===== config.mk =====
export PLATFORM = sky130hd
export DESIGN_NAME = eth_tx_frame_arbiter
export DESIGN_NICKNAME = d
export VERILOG_FILES = /design/src/rtl/eth_tx_frame_arbiter.sv
export SDC_FILE = /design/constraint.sdc
export NUM_CORES = 1
export LEC_CHECK = 0
export CORE_MARGIN = 4
export CORE_UTILIZATION = 37
export DETAILED_ROUTE_END_ITERATION = 10
export GPL_TIMING_DRIVEN = 0
export PLACE_DENSITY = 0.82
export SYNTH_ARGS = -nofsm -noshare
export SYNTH_HDL_FRONTEND = slang
export SYNTH_SLANG_ARGS = --single-unit

===== constraint.sdc =====
create_clock -name clk_i -period 2.1 [get_ports clk_i]
set_input_delay 0.525 -clock clk_i [delete_from_list [all_inputs] [get_ports clk_i]]
set_output_delay 0.525 -clock clk_i [all_outputs]
set_load 0.05 [all_outputs]

===== src/rtl/eth_tx_frame_arbiter.sv =====
// eth_tx_frame_arbiter
//   Frame-granular round-robin arbiter that shares the single 64-bit Ethernet TX
//   AXI-Stream between NumIn requesters. The winner owns the output until its
//   tlast. A frame longer than MaxBeats is cut at beat MaxBeats: that beat goes
//   out with tlast and tuser[0] forced to 1, and the rest of the frame is
//   accepted and dropped.
// Ports
//   clk_i, rst_ni       clock, asynchronous active-low reset
//   in_req_i/in_rsp_o   requester streams and their tready
//   out_req_o/out_rsp_i shared TX stream and its tready
//   en_i                per-input arbitration enable
//   grant_o             one-hot current owner (0 while idle)
//   busy_o              a frame is being forwarded or drained
//   frames_o            completed frames, truncated ones included (wraps)
//   oversize_o          truncated frames (wraps)

package eth_idma_pkg;
  typedef struct packed {
    logic [63:0] data;
    logic [7:0]  keep;
    logic        last;
    logic [3:0]  user;
  } axi_stream_t;

  typedef struct packed {
    axi_stream_t t;
    logic        tvalid;
  } axi_stream_req_t;

  typedef struct packed {
    logic tready;
  } axi_stream_rsp_t;
endpackage

// Per-input slice: arbitration candidacy and the tready returned to that input.
module eth_tx_arb_lane (
  input  logic tvalid,
  input  logic en,
  input  logic sel,
  input  logic fwd,
  input  logic drain,
  input  logic out_ready,
  output logic cand,
  output logic ready
);
  assign cand  = tvalid & en;
  // The owner follows the output tready while forwarding and is always ready
  // while its oversize tail is being dropped.
  assign ready = sel & ((fwd & out_ready) | drain);
endmodule

module eth_tx_frame_arbiter #(
  parameter int unsigned NumIn    = 2,
  parameter int unsigned MaxBeats = 192,
  parameter int unsigned CntWidth = 32,
  parameter type axi_stream_req_t = eth_idma_pkg::axi_stream_req_t,
  parameter type axi_stream_rsp_t = eth_idma_pkg::axi_stream_rsp_t
) (
  input  logic                              clk_i,
  input  logic                              rst_ni,
  input  axi_stream_req_t [NumIn-1:0]       in_req_i,
  output axi_stream_rsp_t [NumIn-1:0]       in_rsp_o,
  output axi_stream_req_t                   out_req_o,
  input  axi_stream_rsp_t                   out_rsp_i,
  input  logic            [NumIn-1:0]       en_i,
  output logic            [NumIn-1:0]       grant_o,
  output logic                              busy_o,
  output logic            [CntWidth-1:0]    frames_o,
  output logic            [CntWidth-1:0]    oversize_o
);
  localparam int unsigned IdxW  = (NumIn > 1) ? $clog2(NumIn) : 1;
  localparam int unsigned BeatW = (MaxBeats > 1) ? $clog2(MaxBeats) : 1;

  localparam logic [1:0] StIdle  = 2'd0;
  localparam logic [1:0] StFwd   = 2'd1;
  localparam logic [1:0] StDrain = 2'd2;

  logic [1:0]          state_q, state_d;
  logic [IdxW-1:0]     grant_q, grant_d;
  logic [IdxW-1:0]     rr_q, rr_d;
  logic [BeatW-1:0]    beat_q, beat_d;
  logic [CntWidth-1:0] frames_q, frames_d;
  logic [CntWidth-1:0] over_q, over_d;

  logic [NumIn-1:0]    cand, ready;
  axi_stream_req_t     own_req;
  logic                in_hs, at_limit, truncate, found;
  logic [IdxW-1:0]     pick, grant_next;

  for (genvar i = 0; i < NumIn; i++) begin : g_lane
    eth_tx_arb_lane u_lane (
      .tvalid    (in_req_i[i].tvalid),
      .en        (en_i[i]),
      .sel       (grant_q == IdxW'(i)),
      .fwd       (state_q == StFwd),
      .drain     (state_q == StDrain),
      .out_ready (out_rsp_i.tready),
      .cand      (cand[i]),
      .ready     (ready[i])
    );
  end

  assign own_req    = in_req_i[grant_q];
  assign in_hs      = own_req.tvalid & ready[grant_q];
  assign at_limit   = (beat_q == BeatW'(MaxBeats - 1));
  // Truncation is a function of the held beat only, so the forced fields stay
  // stable while the output is stalled.
  assign truncate   = (state_q == StFwd) & at_limit & ~own_req.t.last;
  assign grant_next = (grant_q == IdxW'(NumIn - 1)) ? '0 : grant_q + 1'b1;

  // Round-robin search starting at rr_q, wrapping modulo NumIn.
  always_comb begin
    int unsigned idx;
    logic [IdxW-1:0] cidx;
    found = 1'b0;
    pick  = rr_q;
    idx   = 0;
    cidx  = '0;
    for (int unsigned k = 0; k < NumIn; k++) begin
      idx  = (32'(rr_q) + k) % NumIn;
      cidx = IdxW'(idx);
      if (!found && cand[cidx]) begin
        found = 1'b1;
        pick  = cidx;
      end
    end
  end

  always_comb begin
    state_d  = state_q;
    grant_d  = grant_q;
    rr_d     = rr_q;
    beat_d   = beat_q;
    frames_d = frames_q;
    over_d   = over_q;
    case (state_q)
      StIdle: begin
        if (found) begin
          grant_d = pick;
          beat_d  = '0;
          state_d = StFwd;
        end
      end
      StFwd: begin
        if (in_hs) begin
          beat_d = beat_q + 1'b1;
          if (own_req.t.last || at_limit) begin
            frames_d = frames_q + 1'b1;
            rr_d     = grant_next;
            if (own_req.t.last) begin
              state_d = StIdle;
            end else begin
              over_d  = over_q + 1'b1;
              state_d = StDrain;
            end
          end
        end
      end
      StDrain: begin
        if (in_hs && own_req.t.last) state_d = StIdle;
      end
      default: state_d = StIdle;
    endcase
  end

  always_ff @(posedge clk_i or negedge rst_ni) begin
    if (!rst_ni) begin
      state_q  <= StIdle;
      grant_q  <= '0;
      rr_q     <= '0;
      beat_q   <= '0;
      frames_q <= '0;
      over_q   <= '0;
    end else begin
      state_q  <= state_d;
      grant_q  <= grant_d;
      rr_q     <= rr_d;
      beat_q   <= beat_d;
      frames_q <= frames_d;
      over_q   <= over_d;
    end
  end

  always_comb begin
    out_req_o = '0;
    if (state_q == StFwd) begin
      out_req_o = own_req;
      if (truncate) begin
        out_req_o.t.last    = 1'b1;
        out_req_o.t.user[0] = 1'b1;
      end
    end
  end

  always_comb begin
    in_rsp_o = '0;
    for (int unsigned i = 0; i < NumIn; i++) in_rsp_o[i].tready = ready[i];
  end

  always_comb begin
    grant_o = '0;
    if (state_q != StIdle) grant_o[grant_q] = 1'b1;
  end

  assign busy_o     = (state_q != StIdle);
  assign frames_o   = frames_q;
  assign oversize_o = over_q;

endmodule


# Word-level counts from Yosys, hierarchy flattened
# Index checks and enable logic that the tools add are counted.
[totals]
word_cells = 73
input_bits = 161
regBits = 76
output_inout_bits = 147
[classes]
n_mux = 27
n_addsub = 5
eq_ne = 7
bitwise_logic = 11
order_cmp = 4
reduce_logical = 13
[op_table]
columns = ["operator", "n"]
rows = [
  ["two-way mux 78 bit", 3],
  ["adder 32 x 1 -> 32 bit, second input constant", 2],
  ["two-way mux 8 bit", 2],
  ["one-hot mux 8 bit (2 select lines)", 1],
  ["two-way mux 1 bit", 13],
  ["two-way mux 2 bit", 6],
  ["adder 8 x 1 -> 8 bit, second input constant", 1],
  ["AND 1 bit", 8],
  ["== test 8 bit, second input constant", 1],
  ["inequality test 2 bit, second input constant", 4],
  ["AND reduction 4 bit", 2],
  ["< comparator 1 x 2 -> 1 bit, second input constant", 3],
  ["one-hot mux 2 bit (3 select lines)", 1],
  ["AND reduction 3 bit", 2],
  ["nonzero test 2 bit", 2],
  ["logical AND 1 bit", 3],
  ["adder 1 bit, second input constant", 2],
  ["== test 2 x 1 -> 1 bit, second input constant", 1],
  ["== test 2 bit, second input constant", 1],
  ["zero test 2 bit", 1],
  ["NOT 1 bit", 2],
  ["AND reduction 2 bit", 1],
  ["demux 1 bit (select 1 bit)", 1],
  ["greater-or-equal comparator 1 bit, second input constant", 1],
  ["3 further kinds", 3],
]

# Depth between registers and ports, before layout
[logic_depth]
ltp_word = 10
ltp_mapped = 7
depth_no_buf = 6

# Hierarchy
# Synthesis repeated with hierarchy kept, for this count alone.
[unflattened]
cells_unflattened = 526
area_unflattened_um2 = 4774.6
[by_module_without_submodules]
columns = ["module", "cells_each", "n_inst", "area_per_inst_um2", "seq_area_each_um2"]
rows = [
  ["eth_tx_frame_arbiter", 520, 1, 4739.5, 1901.8],
  ["eth_tx_arb_lane", 3, 2, 17.5, 0.0],
]

# Worst setup path after synthesis
# No wires, ideal clock.
[synth_path]
path_kind = "reg-to-output"
startpoint = "register grant_q"
endpoint = "output out_req_o[10] (netlist name)"
arrival_time_ns = 2.008
path_stages_with_launch = 6
t_required_ns = 1.575
setup_slack_ns = -0.433
n_path_buf = 3
path_cell_list = "dfrtp_1 > buf_4 > clkbuf_1 > buf_1 > mux2i_1 > nor2_1"
[synth_rtl]
columns = ["element", "line_no", "source"]
rows = [
  ["from (decl)", "79", "logic [IdxW-1:0] grant_q, grant_d;"],
  ["from (signal assigned)", "176", "grant_q <= grant_d;"],
  ["to (decl)", "63", "output axi_stream_req_t out_req_o,"],
]

==> results.py <==
metrics = {
    "run_status": {
        "status": "complete, but fails checks",
        "violations": "setup timing",
    },
    "drt": {
        "via_per_inst": 5.254,
        "wl_per_cell_um": 21.88,
        "detail_route.wirelength_um": 23100,
        "ant_nets": 0,
        "drt_first_pass_iters": 5,
        "drt_iter0_markers": 257,
        "drc_errors": 0,
        "route.vias.total": 5548,
    },
    "final_layout": {
        "final_util": 0.7647,
        "layout-drive-gt1-share": 0.3651,
        "instances_no_fill": 1056,
        "synthToLayoutAreaGrowth_pct": 102.8,
        "multiInputGateArea_mm2": 0.003542,
        "fillers": 869,
        "nNetsFinal": 1043,
        "layout.area.seq_mm2": 0.001904,
    },
    "die": {
        "die_y_um": 121.4,
        "boundaryPins": 308,
        "start_util": 0.3771,
        "rows": 41,
        "die_w_um": 121.4,
        "core_area_mm2": 0.01262,
        "dieArea_mm2": 0.01474,
    },
    "clocking": {
        "cts_tree": "built",
        "cts_sinks": 76,
        "htreeDepth": 3,
        "cts_buffers": 9,
        "clockBufferDepth": 2,
        "clk_pin_slew_worst_paths_ns": 0.06,
        "postCtsHoldBufs": 0,
        "worstSkewPairLatency_ns": 0.33,
        "clockRootBuffer": "clkbuf_16",
    },
    "place": {
        "pre_cts_ws_ns": -1.245,
        "gp_congestion": 0.9590,
        "dp_hpwl_um": 17170,
        "placed_cells": 1007,
        "io_buffers": 307,
    },
    "timing": {
        "worst_pin_slew_ns": 0.7853,
        "post-route-period-util": 1.066,
        "setup_viol": 78,
        "rsz0062_at_grt": "true",
        "whs_ns": 0.04186,
        "final.setup.tns_ns": -5.716,
        "slew_headroom": 0.4724,
        "setup_ws_ns": -0.1386,
        "finalCriticalPeriod_ns": 2.239,
        "clock.fmax_ghz": 0.4467,
        "drv_slew": 0,
        "hold_viol": 0,
        "worst_clock_skew_ns": 0.005302,
    },
    "global_routing": {
        "grt_max_degree": 65,
        "grt_pass1_vias": 5583,
        "grt_first_pass_wirelength_um": 32680,
        "gr-total-overflow": 0,
        "track_usage": 0.2929,
        "antenna_found_initial": 4,
    },
    "critical_path": {
        "crit_required_ns": 1.57,
        "crit_family": "buffers and inverters",
        "crit_chain": "buf_6 -> clkbuf_16 -> bufbuf_16 -> mux2i_2 -> nor2_2 -> buf_6",
        "critical_path_class": "flop to output port",
        "crit_arrival_ns": 1.71,
        "cp-startpoint": "grant_q",
        "startpoint_type": "flop",
        "cpPeakStageDelay_ns": 0.38,
        "slowest_stage": "dfrtp_1",
        "reg2reg_setup_slack_ns": 0.04,
        "worst_setup_path_end_kind": "output port",
        "crit_top_cell": "buf_6",
        "crit_fanout": 7,
        "cp_num_buf_inv": 4,
        "worstReg2RegStart": "state_q[1]",
    },
    "power_and_ir_drop": {
        "power.leakage_nw": 4.793,
        "power_density_mw_per_mm2": 1188,
        "ir_worst_vdd_mv": 0.7211,
    },
    "synthesis": {
        "synth-seq-cells": 76,
        "synthFlopType": "dfrtp_1",
        "ys_types": 43,
        "yosysWarnings": 0,
        "syn-instance-count": 527,
        "synth_seq_area_share": 0.3997,
        "postSynth.asyncResetShare": 1.000,
        "syn-num-nets": 691,
        "synth_area_mm2": 0.004758,
        "synth_edf_count": 0,
        "syn_area_per_cell_um2": 9.029,
    },
    "run": {
        "maxCapViolCount": 0,
    },
    "worst_hold_path": {
        "hold_path.class": "input pin to async pin",
    },
}
==> metrics by stage <==
step / power [mW] / cell area [um2]
after global placement: 8.551 / 8230
after detailed placement: 8.626 / 8255
after floorplan: 6.286 / 4942
after CTS: 10.93 / 9014
after global routing: 11.88 / 9651
final: 11.47 / 9651
==> where the power goes <==
group	internal (mW)	switching, mW
sequential	1.55	0.124
clock	0.811	0.547
combinational	3.36	5.07
total	5.73	5.74
==> metal layers <==
layer,global-route usage,vias up,routed length (um)
li1,-,2514,-
met1,0.3364,2734,8507
met2,0.5095,241,11970
met3,0.09650,55,1831
met4,0.1022,4,773
met5,0,-,21
==> logic make-up after synthesis <==
group	share of synthesized area
buffers and inverters	0.02892
xor gates and xnor gates	0.1252
AOI/OAI and AO/OA	0.01631
adders and majority gates	0.007889
muxes	0.1675
and+or+nand+nor	0.2545
DFF	0.3997
==> final cells by class <==
cell class                      instances  area share
Multi-Input combinational cell        418      0.3670
Timing Repair Buffer                  342      0.3525
Sequential cell                        76      0.1973
Buffer                                 22     0.02969
Clock buffer                           11     0.02515
Tap cell                              172     0.02230
Inverter                               10    0.003890
Clock inverter                          3    0.001556
Antenna cell                            2   0.0005186
==> layout by cell type, fill, tap and decap left out, drive strengths merged, types with 3 or more instances in the layout <==
| cell type | n |
|---|---|
| and3 | 5 |
| buf | 125 |
| clkbuf | 25 |
| clkdlybuf4s50 | 160 |
| clkinv | 3 |
| dfrtp | 76 |
| dlygate4sd2 | 42 |
| dlymetal6s2s | 21 |
| ha | 3 |
| inv | 10 |
| mux2i | 77 |
| nand2 | 39 |
| nand2b | 4 |
| nand3 | 27 |
| nand4 | 15 |
| nor2 | 112 |
| nor2b | 5 |
| nor3 | 25 |
| nor4 | 13 |
| o21ai | 3 |
| or2 | 3 |
| xnor2 | 26 |
| xor2 | 42 |
==> final timing paths <==
kind,endpoint,cells past startpoint
hold / removal,oversize_o[6],1
setup reg to reg,frames_o[31],8
min in group clk_i,frames_o[31],1
hold reg to reg,frames_o[31],1
setup / recovery,out_req_o[33],6
max in group asynchronous,frames_o[0],2
==> cells in the mapped netlist, drive strengths merged (2+ instances only) <==
master,n,area [um2]
and4,2,17.52
nand2,39,146.4
o21ai,3,18.77
buf,14,66.31
xnor2,26,227.7
ha,3,37.54
clkbuf,9,33.78
or2,3,18.77
nand4,15,100.1
nor2b,5,31.28
and2,2,12.51
mux2,2,26.27
dfrtp,76,1902
nor4,13,87.58
nor2,112,422.9
xor2,42,367.9
and3,5,31.28
nor3,25,136.4
mux2i,77,770.7
nand3,27,135.1
nand2b,4,25.02
inv,10,37.54
==> sequential cells by signal (all words and copies together) (netlist names) <==
signal	cells
grant_q	1
rr_q	1
oversize_o	32
state_q	2
beat_q	8
frames_o	32
==> timing repair <==
item | 4_1_cts | 5_1_grt
gates cloned | 4 | 2
buffers inserted | 11 | 17
pin swaps | 8 | 13
endpoints found under the setup margin | 174 | 142
gates resized for setup | 674 | 109
Note: power is estimated with default switching activity, not from simulation.
